==> config.mk <==
export PLATFORM = sky130hd
export DESIGN_NAME = alt_cnt_decoy
export DESIGN_NICKNAME = d
export VERILOG_FILES = /design/src/rtl/alt_qkd_pkg.sv /design/src/rtl/alt_sat_cnt.sv /design/src/rtl/alt_cnt_decoy.sv
export SDC_FILE = /design/constraint.sdc
export NUM_CORES = 1
export LEC_CHECK = 0
export ABC_CLOCK_PERIOD_IN_PS = 3200
export BUFFER_PORTS_ARGS = -buffer_cell sky130_fd_sc_hd__buf_2
export CORE_MARGIN = 8
export CORE_UTILIZATION = 50
export DETAILED_ROUTE_END_ITERATION = 7
export PLACE_DENSITY = 0.71
export RECOVER_POWER = 50
export SETUP_SLACK_MARGIN = 0.3
export SLEW_MARGIN = 20
export SYNTH_ARGS = -nofsm -noshare
export SYNTH_HDL_FRONTEND = slang
export SYNTH_SLANG_ARGS = --single-unit
export TNS_END_PERCENT = 1
==> constraint.sdc <==
create_clock -name clk -period 3.2 [get_ports clk]
set_clock_uncertainty 0.05 [all_clocks]
set_input_delay 0.32 -clock clk [delete_from_list [all_inputs] [get_ports clk]]
set_output_delay 0.32 -clock clk [all_outputs]
set_load 0.05 [all_outputs]
==> src/rtl/alt_qkd_pkg.sv <==
// Shared widths and encodings for the QKD post-processing blocks.
// Used by alt_cnt_decoy and alt_cal_s1.
package alt_qkd_pkg;

    localparam int NV_W_DEF = 21;
    localparam int NU_W_DEF = 25;
    localparam int NO_W_DEF = 21;

    typedef enum logic [1:0] {
        EVT_VAC = 2'b00,
        EVT_DEC = 2'b01,
        EVT_SIG = 2'b10,
        EVT_BAD = 2'b11
    } evt_t;

    typedef enum logic {
        CS_IDLE = 1'b0,
        CS_RUN  = 1'b1
    } cnt_state_t;

    typedef enum logic [1:0] {
        L_IDLE = 2'b00,
        L_PEND = 2'b01,
        L_FIRE = 2'b10
    } lch_state_t;

endpackage

==> src/rtl/alt_sat_cnt.sv <==
// Saturating up-counter with synchronous clear.
// Clear wins over increment; the count holds at all-ones.
module alt_sat_cnt #(
    parameter int W = 8
) (
    input  logic         clk,
    input  logic         rst,
    input  logic         clear,
    input  logic         inc,
    output logic [W-1:0] cnt,
    output logic         sat
);

    assign sat = &cnt;

    always_ff @(posedge clk) begin
        if (rst || clear) begin
            cnt <= '0;
        end else if (inc && !sat) begin
            cnt <= cnt + W'(1);
        end
    end

endmodule

==> src/rtl/alt_cnt_decoy.sv <==
// Per-block vacuum/decoy/signal event counter with a single-entry
// snapshot that is launched to the downstream s1 calculator.
module alt_cnt_decoy
    import alt_qkd_pkg::*;
#(
    parameter int NV_W = NV_W_DEF,
    parameter int NU_W = NU_W_DEF,
    parameter int NO_W = NO_W_DEF
) (
    input  logic            clk,
    input  logic            rst,
    input  logic            i_en,
    input  logic            i_evt_vld,
    input  logic [1:0]      i_evt_type,
    input  logic            i_blk_end,
    input  logic            i_s1_busy,
    output logic [NV_W-1:0] o_nv,
    output logic [NU_W-1:0] o_nu,
    output logic [NO_W-1:0] o_no,
    output logic            o_start,
    output logic            o_ovf,
    output logic            o_bad_evt,
    output logic            o_blk_drop
);

    cnt_state_t cst, cst_nxt;
    lch_state_t lst, lst_nxt;

    logic run;
    logic blk_close;
    logic take;
    logic drop;
    logic clr;

    logic inc_v, inc_u, inc_o, evt_bad;
    logic sat_v, sat_u, sat_o;
    logic hit_ovf;
    logic live_ovf, live_bad;

    logic [NV_W-1:0] cnt_v, snap_v;
    logic [NU_W-1:0] cnt_u, snap_u;
    logic [NO_W-1:0] cnt_o, snap_o;

    always_ff @(posedge clk) begin
        if (rst) begin
            cst <= CS_IDLE;
        end else begin
            cst <= cst_nxt;
        end
    end

    always_comb begin
        cst_nxt = cst;
        unique case (cst)
            CS_IDLE: if (i_en)  cst_nxt = CS_RUN;
            CS_RUN:  if (!i_en) cst_nxt = CS_IDLE;
            default: cst_nxt = CS_IDLE;
        endcase
    end

    always_comb begin
        run = (cst == CS_RUN);
    end

    assign blk_close = run & i_blk_end;
    assign take      = blk_close & (lst != L_PEND);
    assign drop      = blk_close & (lst == L_PEND);
    assign clr       = ~run | ~i_en | blk_close;

    assign inc_v   = run & i_evt_vld & (i_evt_type == EVT_VAC);
    assign inc_u   = run & i_evt_vld & (i_evt_type == EVT_DEC);
    assign inc_o   = run & i_evt_vld & (i_evt_type == EVT_SIG);
    assign evt_bad = run & i_evt_vld & (i_evt_type == EVT_BAD);

    assign hit_ovf = (inc_v & sat_v) | (inc_u & sat_u) | (inc_o & sat_o);

    alt_sat_cnt #(.W(NV_W)) u_cnt_v (
        .clk   (clk),
        .rst   (rst),
        .clear (clr),
        .inc   (inc_v),
        .cnt   (cnt_v),
        .sat   (sat_v)
    );

    alt_sat_cnt #(.W(NU_W)) u_cnt_u (
        .clk   (clk),
        .rst   (rst),
        .clear (clr),
        .inc   (inc_u),
        .cnt   (cnt_u),
        .sat   (sat_u)
    );

    alt_sat_cnt #(.W(NO_W)) u_cnt_o (
        .clk   (clk),
        .rst   (rst),
        .clear (clr),
        .inc   (inc_o),
        .cnt   (cnt_o),
        .sat   (sat_o)
    );

    // An event coincident with the block end belongs to the closing block.
    assign snap_v = (inc_v & ~sat_v) ? cnt_v + NV_W'(1) : cnt_v;
    assign snap_u = (inc_u & ~sat_u) ? cnt_u + NU_W'(1) : cnt_u;
    assign snap_o = (inc_o & ~sat_o) ? cnt_o + NO_W'(1) : cnt_o;

    always_ff @(posedge clk) begin
        if (rst || clr) begin
            live_ovf <= 1'b0;
            live_bad <= 1'b0;
        end else begin
            live_ovf <= live_ovf | hit_ovf;
            live_bad <= live_bad | evt_bad;
        end
    end

    always_ff @(posedge clk) begin
        if (rst) begin
            o_nv      <= '0;
            o_nu      <= '0;
            o_no      <= '0;
            o_ovf     <= 1'b0;
            o_bad_evt <= 1'b0;
        end else if (take) begin
            o_nv      <= snap_v;
            o_nu      <= snap_u;
            o_no      <= snap_o;
            o_ovf     <= live_ovf | hit_ovf;
            o_bad_evt <= live_bad | evt_bad;
        end
    end

    always_ff @(posedge clk) begin
        if (rst) begin
            o_blk_drop <= 1'b0;
        end else if (drop) begin
            o_blk_drop <= 1'b1;
        end
    end

    always_ff @(posedge clk) begin
        if (rst) begin
            lst <= L_IDLE;
        end else begin
            lst <= lst_nxt;
        end
    end

    // A snapshot taken during L_FIRE re-arms straight into L_PEND.
    always_comb begin
        lst_nxt = lst;
        unique case (lst)
            L_IDLE:  if (take) lst_nxt = L_PEND;
            L_PEND:  if (!i_s1_busy) lst_nxt = L_FIRE;
            L_FIRE:  lst_nxt = take ? L_PEND : L_IDLE;
            default: lst_nxt = L_IDLE;
        endcase
    end

    always_comb begin
        o_start = (lst == L_FIRE);
    end

endmodule

* Word-level counts from Yosys, hierarchy flattened
Cells that the tools add are included.
Cells by class: $add $sub $neg 3, equality and inequality tests 8, bitwise logic cells 25, div/mod/pow operators 0, $mul 0, magnitude comparators 0, shifts and indexed selects 0, mux-type cells 8, reductions and logical operators 13
Operators with widths (number):
- 21-bit by 1-bit adder with 21-bit output (second input constant) | 2
- 21-bit 2-to-1 mux | 2
- 21-bit AND reduction | 2
- 25-bit by 1-bit adder with 25-bit output (second input constant) | 1
- 25-bit 2-to-1 mux | 1
- 25-bit AND reduction | 1
- 1-bit bitwise AND | 14
- 2-bit == test (second input constant) | 3
- 1-bit OR | 6
- 2-bit case mux with 3 select lines | 1
- 1-bit NOT | 5
- 2-bit by 1-bit == test with 1-bit output (second input constant) | 2
- 2-bit zero test | 2
- 2-bit 2-to-1 mux | 2
- 2-bit != test (second input constant) | 2
- 1-bit logical AND | 3
- 1-bit zero test | 3
- 1-bit 2-to-1 mux | 2
- 2-bit by 1-bit != test with 1-bit output (second input constant) | 1
- 2-bit AND reduction | 1
- 1-bit logical OR | 1
Storage, ports and cells: register bits 142, latch bits 0, bits in writable memories 0, input port bits 8, memories 0, bits in read-only memories 0, logic and storage cells 70

* Logic depth before layout (Yosys ltp)
Gate-level depths: netlist of the first run.
word-level depth 6, depth in mapped cells 8, gate-level depth less buffers 6

* Cells and area by module
From an unflattened synthesis of the first run, not the netlist that was laid out.
Second synthesis, totals: cells, all modules 934, area total of the unflattened synthesis 7906.3 um^2
Modules (own cells, without submodules):
- alt_cnt_decoy | area each 4098.9 um^2, cells each 496, seq. area each 1501.4 um^2, instances 1
- alt_sat_cnt at u_cnt_o ... | area each 1242.4 um^2, cells each 141, seq. area each 420.4 um^2, instances 2
- alt_sat_cnt at u_cnt_u | area each 1322.5 um^2, cells each 156, seq. area each 500.5 um^2, instances 1

* Worst setup path before layout of the first run
Ideal clock, no wire load.
path type flip-flop to flip-flop, from register u_cnt_v.cnt[0], to register o_nv[11], library setup time 86 ps, setup slack 1205 ps, data arrival time 1860 ps, cell stages (with the launch flop) 9, required time 3064 ps, cells stage by stage dfxtp_1 > ha_1 > and3_1 > clkbuf_1 > and4_1 > clkbuf_1 > a211oi_1 > xnor2_1 > a211oi_1
Between the ends: word-level cells in the longest chain between the ends 4
RTL lines:
- start, declared | RTL line alt_sat_cnt.sv:10 | output logic [W-1:0] cnt,
- start signal, assigned | RTL line alt_sat_cnt.sv:20 | cnt <= cnt + W'(1);
- parallel branches: the longest is 3 deep, another holds 21-bit by 1-bit adder with 21-bit output
- 21-bit 2-to-1 mux (*) | RTL line alt_cnt_decoy.sv:105 | assign snap_v = (inc_v & ~sat_v) ? cnt_v + NV_W'(1) : cnt_v;
- end signal, assigned | RTL line alt_cnt_decoy.sv:127 | o_nv <= snap_v;
- end, declared | RTL line alt_cnt_decoy.sv:17 | output logic [NV_W-1:0] o_nv,
Mark *: on every way between the ends. A chain may end at the register's enable or synchronous reset.

* Worst setup path after layout of the first run
from register cst, to register u_cnt_u.cnt[16]
Between the ends: word-level cells in the longest chain between the ends 4
RTL lines:
- start, declared | RTL line alt_cnt_decoy.sv:26 | cnt_state_t cst, cst_nxt;
- start signal, assigned | RTL line alt_cnt_decoy.sv:48 | cst <= cst_nxt;
- 1-bit NOT
- 1-bit OR (2 in series) | RTL line alt_cnt_decoy.sv:68 | assign clr = ~run | ~i_en | blk_close;
- 1-bit logical OR | RTL line alt_sat_cnt.sv:17 | if (rst || clear) begin
- end signal, assigned | RTL line alt_sat_cnt.sv:20
- end, declared | RTL line alt_sat_cnt.sv:10
Several ways; a longest one is shown, not always the timed one.

==> reports/metrics.cfg, run 1 <==
[global_routing]
grt_pass1_vias = 4892
antenna_found_initial = 0
grt_pass1_wl_um = 23530
grt.overflow.total = 0
grt_max_degree = 74
track_usage = 0.1811

[cells_and_area]
antennaDiodeCount = 0
regArea_mm2 = 0.002843
multiInputGateArea_mm2 = 0.002940
fillCellCount = 1064
area_delta_synth_final_pct = 17.45
final_nets = 737
utilization = 0.5937
drive_above_1_share = 0.08401

[synth]
synth.top_cells.by_count = dfxtp_1 (142), nor2_1 (138), a211oi_1 (73)
synth_top_cell_area_share = 0.4741
synth-async-reset-ratio = 0
synth_nets = 677
synth_top_area_cell = dfxtp_1
synthMostInstantiatedCell = dfxtp_1
avgSynthCellArea_um2 = 9.003
synthTopCellsByArea = dfxtp_1 (47%), a211oi_1 (9.1%), nor2_1 (8.6%)
yosysUniqueCellTypes = 51
synth.ff_latch_count = 142
yosys_warnings = 0
ys_seq_area_frac = 0.4741
netlist_instances = 666
synth_ff_type = dfxtp_1
syn-cell-area_mm2 = 0.005996
synth_edf_count = 0

[drt]
drc = 0
via_per_inst = 5.724
wl_per_cell_um = 15.82
vias = 5066
wl_um = 14010
drt_pass1_iterations = 4
drt_iter0_drc = 295
antenna_left = 0

[setup_path]
critPathLaunchType = flip-flop
regToRegSetupSlack_ns = 0.74
end_kind = flip-flop
criticalPathCategory = flip-flop to flip-flop
arrival_ns = 2.73
r2r_cells = 3
timing.rr.end = u_cnt_u.cnt[16]
cp_max_fo = 50
cp.required_ns = 3.47
crit_start = cst
reg2reg_from = cst

[sta]
finalMaxSlewViolations = 73
max_freq_mhz = 406.1
setup_viol = 0
fin_crit_ns = 2.463
hold_viol_final = 0
rsz0062_at_grt = no
max_slew.worst_pin.slew_ns = 1.508
setup_tns_ns = 0
max_slew_margin = -0.005565
fin_crit_sh = 0.7696

[hold_path]
hold_start = i_s1_busy
holdPathStages = 2
hp-class = primary input to flip-flop
min_to = lst[1]

[pwr]
ir_worst_vdd_mv = 0.3154
power_density_mw_per_mm2 = 631.8
leakagePower_nw = 2.194

[clocking]
cts.repair.resized = 0
cts_tree = built
numCtsBuffers = 17
cts.sink_count = 142
h-tree-depth = 4
holdBufCountCts = 0
cts_setup_buffers = 0
clk_pin_slew_ns = 0.06
clk_path_buf_depth = 2
clock_latency_ns = 0.42
cts_root_buf = clkbuf_16

[floorplan]
initial_core_util = 0.5055
die_area_mm2 = 0.01575
die_w_um = 125.5
dieHeight_um = 125.5
ioPinCount = 79
fp-row-count = 40
core_mm2 = 0.01186

[place]
gp_congestion = 0.9054
place_hpwl_um = 9688
port_buffers = 78

[run]
cap_violations = 1

[run_status]
status = complete, but fails checks
violations = capacitance limit, slew limit

[area by class of cell]
class	instances	share of cell area
Multi-Input combinational cell	474	0.4176
Sequential cell	142	0.4037
Tap cell	147	0.02612
Timing Repair Buffer	87	0.05082
Clock buffer	20	0.06628
Inverter	4	0.002132
Clock inverter	11	0.03340
[how the worst max path moves through the flow]
stage | endpoint | depth (start not counted)
5_1_grt | u_cnt_u.cnt[16] | 3
3_5_place_dp | o_nu[19] | 6
6_report | u_cnt_u.cnt[16] | 3
3_3_place_gp | o_nu[13] | 5
2_1_floorplan | o_nv[11] | 8
4_1_cts | o_nu[19] | 6
[state kept, by name, indices dropped and copies added (netlist names)]
register / cells
o_blk_drop: 1
u_cnt_u.cnt: 25
o_bad_evt: 1
o_nv: 21
o_no: 21
live_ovf: 1
live_bad: 1
cst: 1
u_cnt_o.cnt: 21
o_nu: 25
u_cnt_v.cnt: 21
lst: 2
o_ovf: 1
[metrics by stage]
step | instance area (µm²) | power (mW) | cells | setup slack, ns | hold WS [ns]
after floorplan | 5996 | 2.110 | 666 | 1.205 | 0.3489
after global routing | 7042 | 4.583 | 885 | 0.5227 | 0.04057
after global placement | 6457 | 2.177 | 854 | 0.9368 | 0.4183
final | 7042 | 4.449 | 885 | 0.7374 | 0.04947
after detailed placement | 6457 | 2.183 | 854 | 0.8605 | 0.4381
after CTS | 7159 | 4.496 | 885 | 0.8139 | 0.03501
[kinds of logic after synthesis]
family / Yosys count / share of synthesized area
AND/OR/NAND/NOR: 282 / 0.2398
flip-flops: 142 / 0.4741
AO/OA/AOI/OAI: 132 / 0.1596
XOR/XNOR: 53 / 0.07742
buffers and inverters: 50 / 0.03589
multiplexers: 4 / 0.006887
adder cells (fa/ha/maj): 3 / 0.006261
[worst max-delay path: stages, from the launching register on]
cell and delay (ns):
dfxtp_1 0.49, nand3b_1 0.64, clkbuf_2 0.80, a211oi_1 0.37
[power by group]
group / switching (mW) / internal, mW / leakage, nW
clock network: 0.724 / 1.59 / 0.338
registers: 0.0238 / 1.81 / 1.15
logic: 0.237 / 0.0572 / 0.705
[placed cells by master (no fill, tap or decap), types with 4 or more instances in the layout]
master,instances
dfxtp_1,142
nor2_1,137
a211oi_1,73
clkbuf_1,72
xnor2_1,49
a21oi_1,26
nand2_1,25
nand3_1,23
nand4_1,20
clkbuf_16,17
and4_1,13
nor4_1,11
and3_1,10
nor3_1,8
a311oi_1,8
bufinv_16,7
buf_2,7
or3_1,6
o21ai_0,5
buf_4,5
nor2b_1,4
inv_1,4
and2_1,4
a2111oi_2,4
xor2_1,4
[per-layer routing]
layer  GRT usage  part of all wire
met5           0                 0
met3     0.05440             0.055
met4     0.08023             0.017
met2      0.3017              0.48
met1      0.2107              0.44
Note: power is estimated with default switching activity, not from simulation.
==> run 2: changes to the inputs <==
--- a/config.mk
+++ b/config.mk
@@ -5,12 +5,13 @@
 export SDC_FILE = /design/constraint.sdc
 export NUM_CORES = 1
 export LEC_CHECK = 0
-export ABC_CLOCK_PERIOD_IN_PS = 3200
+export ABC_AREA = 1
+export ABC_CLOCK_PERIOD_IN_PS = 2000
 export BUFFER_PORTS_ARGS = -buffer_cell sky130_fd_sc_hd__buf_2
 export CORE_MARGIN = 8
 export CORE_UTILIZATION = 50
 export DETAILED_ROUTE_END_ITERATION = 7
-export PLACE_DENSITY = 0.71
+export PLACE_DENSITY = 0.72
 export RECOVER_POWER = 50
 export SETUP_SLACK_MARGIN = 0.3
 export SLEW_MARGIN = 20
==> constraint.sdc (replaced) <==
create_clock -name clk -period 2 [get_ports clk]
set_clock_uncertainty 0.05 [all_clocks]
set_input_delay 0.2 -clock clk [delete_from_list [all_inputs] [get_ports clk]]
set_output_delay 0.2 -clock clk [all_outputs]
set_load 0.05 [all_outputs]
==> run 2 against run 1 <==
The run now ends clean. Worst setup slack worse by 0.48 ns. Sequential share of layout area is 8.1 points lower. Combinational power rose by 110%. Global-route usage increased by 0.60 points. Core utilization increased by 5.3 points. Sequential power increased by 59%. Cell count increased by 57%. Routed wire length increased by 28%. Register-to-register slack got worse by 0.48 ns. Die area is 17% higher. Power up 51%. Sequential cell count unchanged. Critical endpoint is now o_nv[1]. Largest cell class unchanged. Highest routed layer unchanged.
==> reports/metrics.cfg, run 2 <==
[synth]
yosys_warnings = 0
synth_top_cell_area_share = 0.3979
synth_ff_type = dfxtp_1
avgSynthCellArea_um2 = 6.579
synth.top_cells.by_count = nand2_1 (286), nor2_1 (214), dfxtp_1 (142)
synth_nets = 1097
synthMostInstantiatedCell = nand2_1
synth_top_area_cell = dfxtp_1
synth.ff_latch_count = 142
ys_seq_area_frac = 0.3979
syn-cell-area_mm2 = 0.007144
yosysUniqueCellTypes = 33
netlist_instances = 1086
synth-async-reset-ratio = 0
synthTopCellsByArea = dfxtp_1 (40%), nand2_1 (15%), nor2_1 (11%)
synth_edf_count = 0

[clocking]
clk_path_buf_depth = 2
clk_pin_slew_ns = 0.06
clock_latency_ns = 0.43
cts.sink_count = 142
cts_root_buf = clkbuf_16
numCtsBuffers = 17
h-tree-depth = 4
cts_tree = built

[floorplan]
fp-row-count = 43
ioPinCount = 79
dieHeight_um = 135.5
core_mm2 = 0.01393
die_area_mm2 = 0.01837
die_w_um = 135.5
initial_core_util = 0.5127

[sta]
max_slew.worst_pin.slew_ns = 0.8478
fin_crit_sh = 0.8701
max_slew_margin = 0.4348
rsz0062_at_grt = yes
hold_viol_final = 0
setup_tns_ns = 0
setup_viol = 0
holdWs_ns = 0.1086
max_freq_mhz = 574.7
finalMaxSlewViolations = 0
fin_crit_ns = 1.740

[cells_and_area]
area_delta_synth_final_pct = 26.04
utilization = 0.6462
instances_no_fill = 1390
regArea_mm2 = 0.002904
reg_top3 = o_nu: 25 flops, u_cnt_u.cnt: 25 flops
antennaDiodeCount = 0
final_common_cell = nand2_1
layout_common_cells = nand2_1 (261), nor2_1 (201), inv_1 (118)
fillCellCount = 1257
drive_above_1_share = 0.1917
multiInputGateArea_mm2 = 0.003980
final_nets = 1209

[place]
gp_congestion = 0.8918
dp.cells = 1325
place_hpwl_um = 11690
port_buffers = 78

[global_routing]
grt_max_degree = 70
grt_pass1_wl_um = 28350
grt_pass1_vias = 6180
antenna_found_initial = 0
grt.overflow.total = 0
track_usage = 0.1870

[setup_path]
end_kind = flip-flop
arrival_ns = 2.02
cp_max_fo = 7
max_stage_delay_ns = 0.43
criticalPathCategory = flip-flop to flip-flop
path_cells = inv_1 -> nor2_4 -> nand2_2 -> nor2_4 -> a21boi_4 -> buf_8 -> nand2_2 -> nand3_2 -> nand2_1 -> inv_1
critPathLaunchType = flip-flop
crit_slowest_cell = dfxtp_1
cp.required_ns = 2.28

[pwr]
ir_worst_vdd_mv = 0.7972
power_density_mw_per_mm2 = 744.3
leakagePower_nw = 3.720

[run_status]
status = finished clean

[drt]
via_per_inst = 4.981
drt_iter0_drc = 502
wl_um = 17960
drt_pass1_iterations = 5
wl_per_cell_um = 12.92
antenna_left = 0
drc = 0
vias = 6923

[run]
cap_violations = 0

[hold_path]
hp-class = primary input to flip-flop

-- run 2: cells by family after synthesis --
kind of cell / share of synthesized area
buffers and inverters: 0.09597
AO/OA/AOI/OAI: 0.06130
XOR/XNOR: 0.04168
AND/OR/NAND/NOR: 0.3979
flip-flops: 0.3979
adder cells (fa/ha/maj): 0.005255
-- run 2: worst max-delay path: cells and delay by family (launching register included) --
family	cells	cell delay, ns
DFF	1	0.43
buffers and inverters	3	0.35
AOI/OAI and AO/OA	1	0.12
and+or+nand+nor	6	0.68
-- run 2: worst paths after layout --
| path | start | end | slack [ns] | cells after the start |
|---|---|---|---|---|
| max reg2reg | u_cnt_v.cnt[3] | o_nv[1] | 0.26 | 10 |
| min | i_evt_type[0] | live_bad | 0.11 | 3 |
| max | u_cnt_v.cnt[3] | o_nv[1] | 0.26 | 10 |
| min reg2reg | live_bad | live_bad | 0.41 | 2 |
-- run 2: metal layers --
| layer | GRT usage | routed length, µm |
|---|---|---|
| met5 | 0 | 0 |
| met4 | 0.06786 | 366 |
| met3 | 0.04711 | 858 |
| met2 | 0.3043 | 8604 |
| met1 | 0.2346 | 8131 |
-- run 2: through the flow --
| step | power [mW] | area (µm²) | setup WS, ns |
|---|---|---|---|
| floorplan | 3.456 | 7157 | 0.2988 |
| CTS | 6.763 | 8487 | 0.2734 |
| global placement | 3.601 | 7767 | 0.1778 |
| detailed placement | 3.606 | 7767 | 0.1105 |
| global route | 6.948 | 9005 | 0.1832 |
| finish | 6.703 | 9005 | 0.2599 |
-- run 2: timing repair --
item / 4_1_cts / 5_1_grt
hold endpoints to repair: 3 / 0
pin swaps: 5 / 25
hold buffers: 2 / 0
buffers inserted: 4 / 22
gates resized for setup: 22 / 116
endpoints found under the setup margin: 119 / 134
cloned: 0 / 6
-- run 2: report_power, final --
part	switching, mW	leakage [nW]	internal (mW)
combinational	0.464	2.26	0.149
sequential	0.0382	1.17	2.89
clock	1.21	0.291	1.95
-- run 2: cell type report --
| type | count | share of cell area |
|---|---|---|
| sequential | 142 | 0.3225 |
| inverter | 124 | 0.05391 |
| multi-input combinational | 785 | 0.4420 |
| tap | 180 | 0.02501 |
| timing repair buffer | 128 | 0.09073 |
| clock buffer | 21 | 0.05336 |
| clock inverter | 10 | 0.01251 |
==> run 3: changes to the inputs <==
--- a/config.mk
+++ b/config.mk
@@ -17,5 +17,6 @@
 export SLEW_MARGIN = 20
 export SYNTH_ARGS = -nofsm -noshare
 export SYNTH_HDL_FRONTEND = slang
+export SYNTH_HIERARCHICAL = 1
 export SYNTH_SLANG_ARGS = --single-unit
 export TNS_END_PERCENT = 1
==> run 3 against run 2 <==
Global-route usage increased by 4.0 points. Highest routed layer unchanged. Sequential power about the same. Via count increased by 37%. Critical path depth increased by 6. Worst setup slack got worse by 0.21 ns. Count of clock-buffer cells in the layout decreased by 2. Maximum frequency decreased by 11%. Synthesized cell count increased by 28%. Routed wire length increased by 46%. Register-to-register slack got worse by 0.21 ns. Largest cell class unchanged. Critical endpoint is now o_nu[15]. Power increased by 1.5%. Cell count increased by 28%.
==> reports/metrics.cfg, run 3 <==
[run_status]
status = finished clean

[place]
pre_cts_ws_ns = 0.05296
place_hpwl_um = 18680
gp_congestion = 0.9186
dp.cells = 1744
placed_cell_area_mm2 = 0.009948
port_buffers = 78

[cells_and_area]
reg_top3 = o_nu: 25 flops, u_cnt_u/cnt: 25 flops
layout_common_cells = nand2_1 (337), nor2_1 (211), inv_1 (139)
drive_above_1_share = 0.2095
final_nets = 1557
area_delta_synth_final_pct = 28.43
final_common_cell = nand2_1
utilization = 0.6502
instances_no_fill = 1781
fillCellCount = 1573
final_cell_area_mm2 = 0.01117
antennaDiodeCount = 0

[drt]
vias = 9475
via_per_inst = 5.320
drc = 0
drt_pass1_iterations = 5
wl_um = 26270
wl_per_cell_um = 14.75
antenna_left = 0
drt_iter0_drc = 821

[setup_path]
critPathLaunchType = flip-flop
timing.rr.end = o_nu[15]
r2r_cells = 16
worst_path_most_repeated_cell = nand2_1
cp.required_ns = 2.28
crit_start = u_cnt_u/cnt[0]
arrival_ns = 2.23
end_kind = flip-flop
crit_slowest_cell = dfxtp_4
reg2reg_from = u_cnt_u/cnt[0]
criticalPathCategory = flip-flop to flip-flop
max_stage_delay_ns = 0.35
regToRegSetupSlack_ns = 0.05
path_cells = ha_4 -> inv_2 -> nor2_4 -> nand2_2 -> nor2_2 -> nand3_2 -> inv_2 -> nor3_4 -> buf_6 -> nand3_4 -> nor2_4 -> nand2_1 -> nand2_1 -> nand3_1 -> nand2_1 -> inv_1
cp_max_fo = 4

[synth]
avgSynthCellArea_um2 = 6.270
synth_top_area_cell = dfxtp_1
synthMostInstantiatedCell = nand2_1
synth_nets = 1401
yosys_warnings = 6
synthTopCellsByArea = dfxtp_1 (33%), nand2_1 (16%), nor2_1 (11%)
synth.ff_latch_count = 142
synth_edf_count = 0
synth_ff_type = dfxtp_1
yosysUniqueCellTypes = 40
synth_top_cell_area_share = 0.3269
netlist_instances = 1387
syn-cell-area_mm2 = 0.008696
synth-async-reset-ratio = 0
ys_seq_area_frac = 0.3269
synth.top_cells.by_count = nand2_1 (365), nor2_1 (246), inv_1 (151)

[clocking]
clk_path_buf_depth = 2
numCtsBuffers = 17
clock_latency_ns = 0.43
h-tree-depth = 4
cts_root_buf = clkbuf_16
cts.sink_count = 142
clk_pin_slew_ns = 0.06
cts_tree = built

[sta]
rsz0062_at_grt = yes
fin_crit_ns = 1.951
holdWs_ns = 0.07914
setup_viol = 0
max_freq_mhz = 512.6
max_slew.worst_pin.slew_ns = 0.7191
finalMaxSlewViolations = 0
hold_viol_final = 0
layout_setup_ws_ns = 0.04905
max_slew_margin = 0.5226
setup_tns_ns = 0
fin_crit_sh = 0.9755

[global_routing]
grt_pass1_wl_um = 40710
grt_pass1_vias = 8294
grt_max_degree = 39
antenna_found_initial = 0
grt.overflow.total = 0
track_usage = 0.2266

[pwr]
power_mw = 6.800
ir_worst_vdd_mv = 0.6092
leakagePower_nw = 4.105
power_density_mw_per_mm2 = 608.9

[floorplan]
initial_core_util = 0.5063
fp-row-count = 48
die_area_mm2 = 0.02187
ioPinCount = 79
dieHeight_um = 147.9
core_mm2 = 0.01718
die_w_um = 147.9

[hold_path]
hp-class = primary input to flip-flop
hold_start = i_evt_type[1]
holdPathStages = 3
min_to = live_bad

[run]
cap_violations = 0

[run 3: cell count changes after synthesis, moves of 8 or more]
cell     previous run  this run
nand2_1           286       365
o21ai_0            14        50
nor2_1            214       246
inv_1             120       151
nand4_1            10        34
nand2_2            27         7
nor3_1              2        21
nand3_1            95       113
nor2_2              6        20
nor2_4              5        15
xor2_1             18        28
a21oi_1            67        75
a31oi_1             0         8
[run 3: routing by layer]
layer | GRT usage | wire length (µm)
met1 | 0.2961 | 11710
met2 | 0.3704 | 12070
met3 | 0.04035 | 1964
met4 | 0.07394 | 531
met5 | 0 | 0
[run 3: critical path: cells and delay by family, from the launching register on]
kind                       cells  cell delay [ns]
and+or+nand+nor               11             0.96
adders and majority gates      1             0.17
buffers and inverters          4             0.32
DFF                            1             0.35
[run 3: cells by family (layout without fill, tap and decap cells)]
kind of cell             Yosys count  after routing  share of synthesized area
flip-flops                       142            142                     0.3269
AO/OA/AOI/OAI                    148            148                    0.08892
buffers and inverters            198            367                    0.09338
XOR/XNOR                          44             44                    0.04432
adder cells (fa/ha/maj)            6              6                   0.008633
AND/OR/NAND/NOR                  849            849                     0.4378
[run 3: where the power goes]
part | total [mW] | internal [mW] | switching, mW
Sequential | 2.94 | 2.89 | 0.0414
Clock | 3.30 | 2.00 | 1.30
Combinational | 0.562 | 0.117 | 0.444
[run 3: worst max path at each step]
stage	to	slack [ns]	cells past startpoint
after floorplan	o_nu[15]	0.20	16
final	o_nu[15]	0.05	16
after detailed placement	o_nu[15]	0.05	16
after global routing	o_nu[15]	-0.1	16
after CTS	o_nu[24]	0.06	16
after global placement	o_nu[15]	0.08	16
[run 3: what timing repair did]
item,CTS,global route
pin swaps,0,103
resized for setup,1,184
hold buffers,2,0
cloned,0,0
setup buffers,0,3
hold endpoints to repair,3,0
endpoints found under the setup margin,80,120
[run 3: area by class of cell]
| cell class | instances | area [µm²] | share of cell area |
|---|---|---|---|
| Timing Repair Buffer | 174 | 1087 | 0.09736 |
| Multi-Input combinational cell | 1047 | 5712 | 0.5114 |
| Tap cell | 225 | 281.5 | 0.02521 |
| Inverter | 161 | 618.1 | 0.05534 |
| Clock inverter | 13 | 162.7 | 0.01456 |
| Clock buffer | 19 | 442.9 | 0.03966 |
| Sequential cell | 142 | 2864 | 0.2564 |
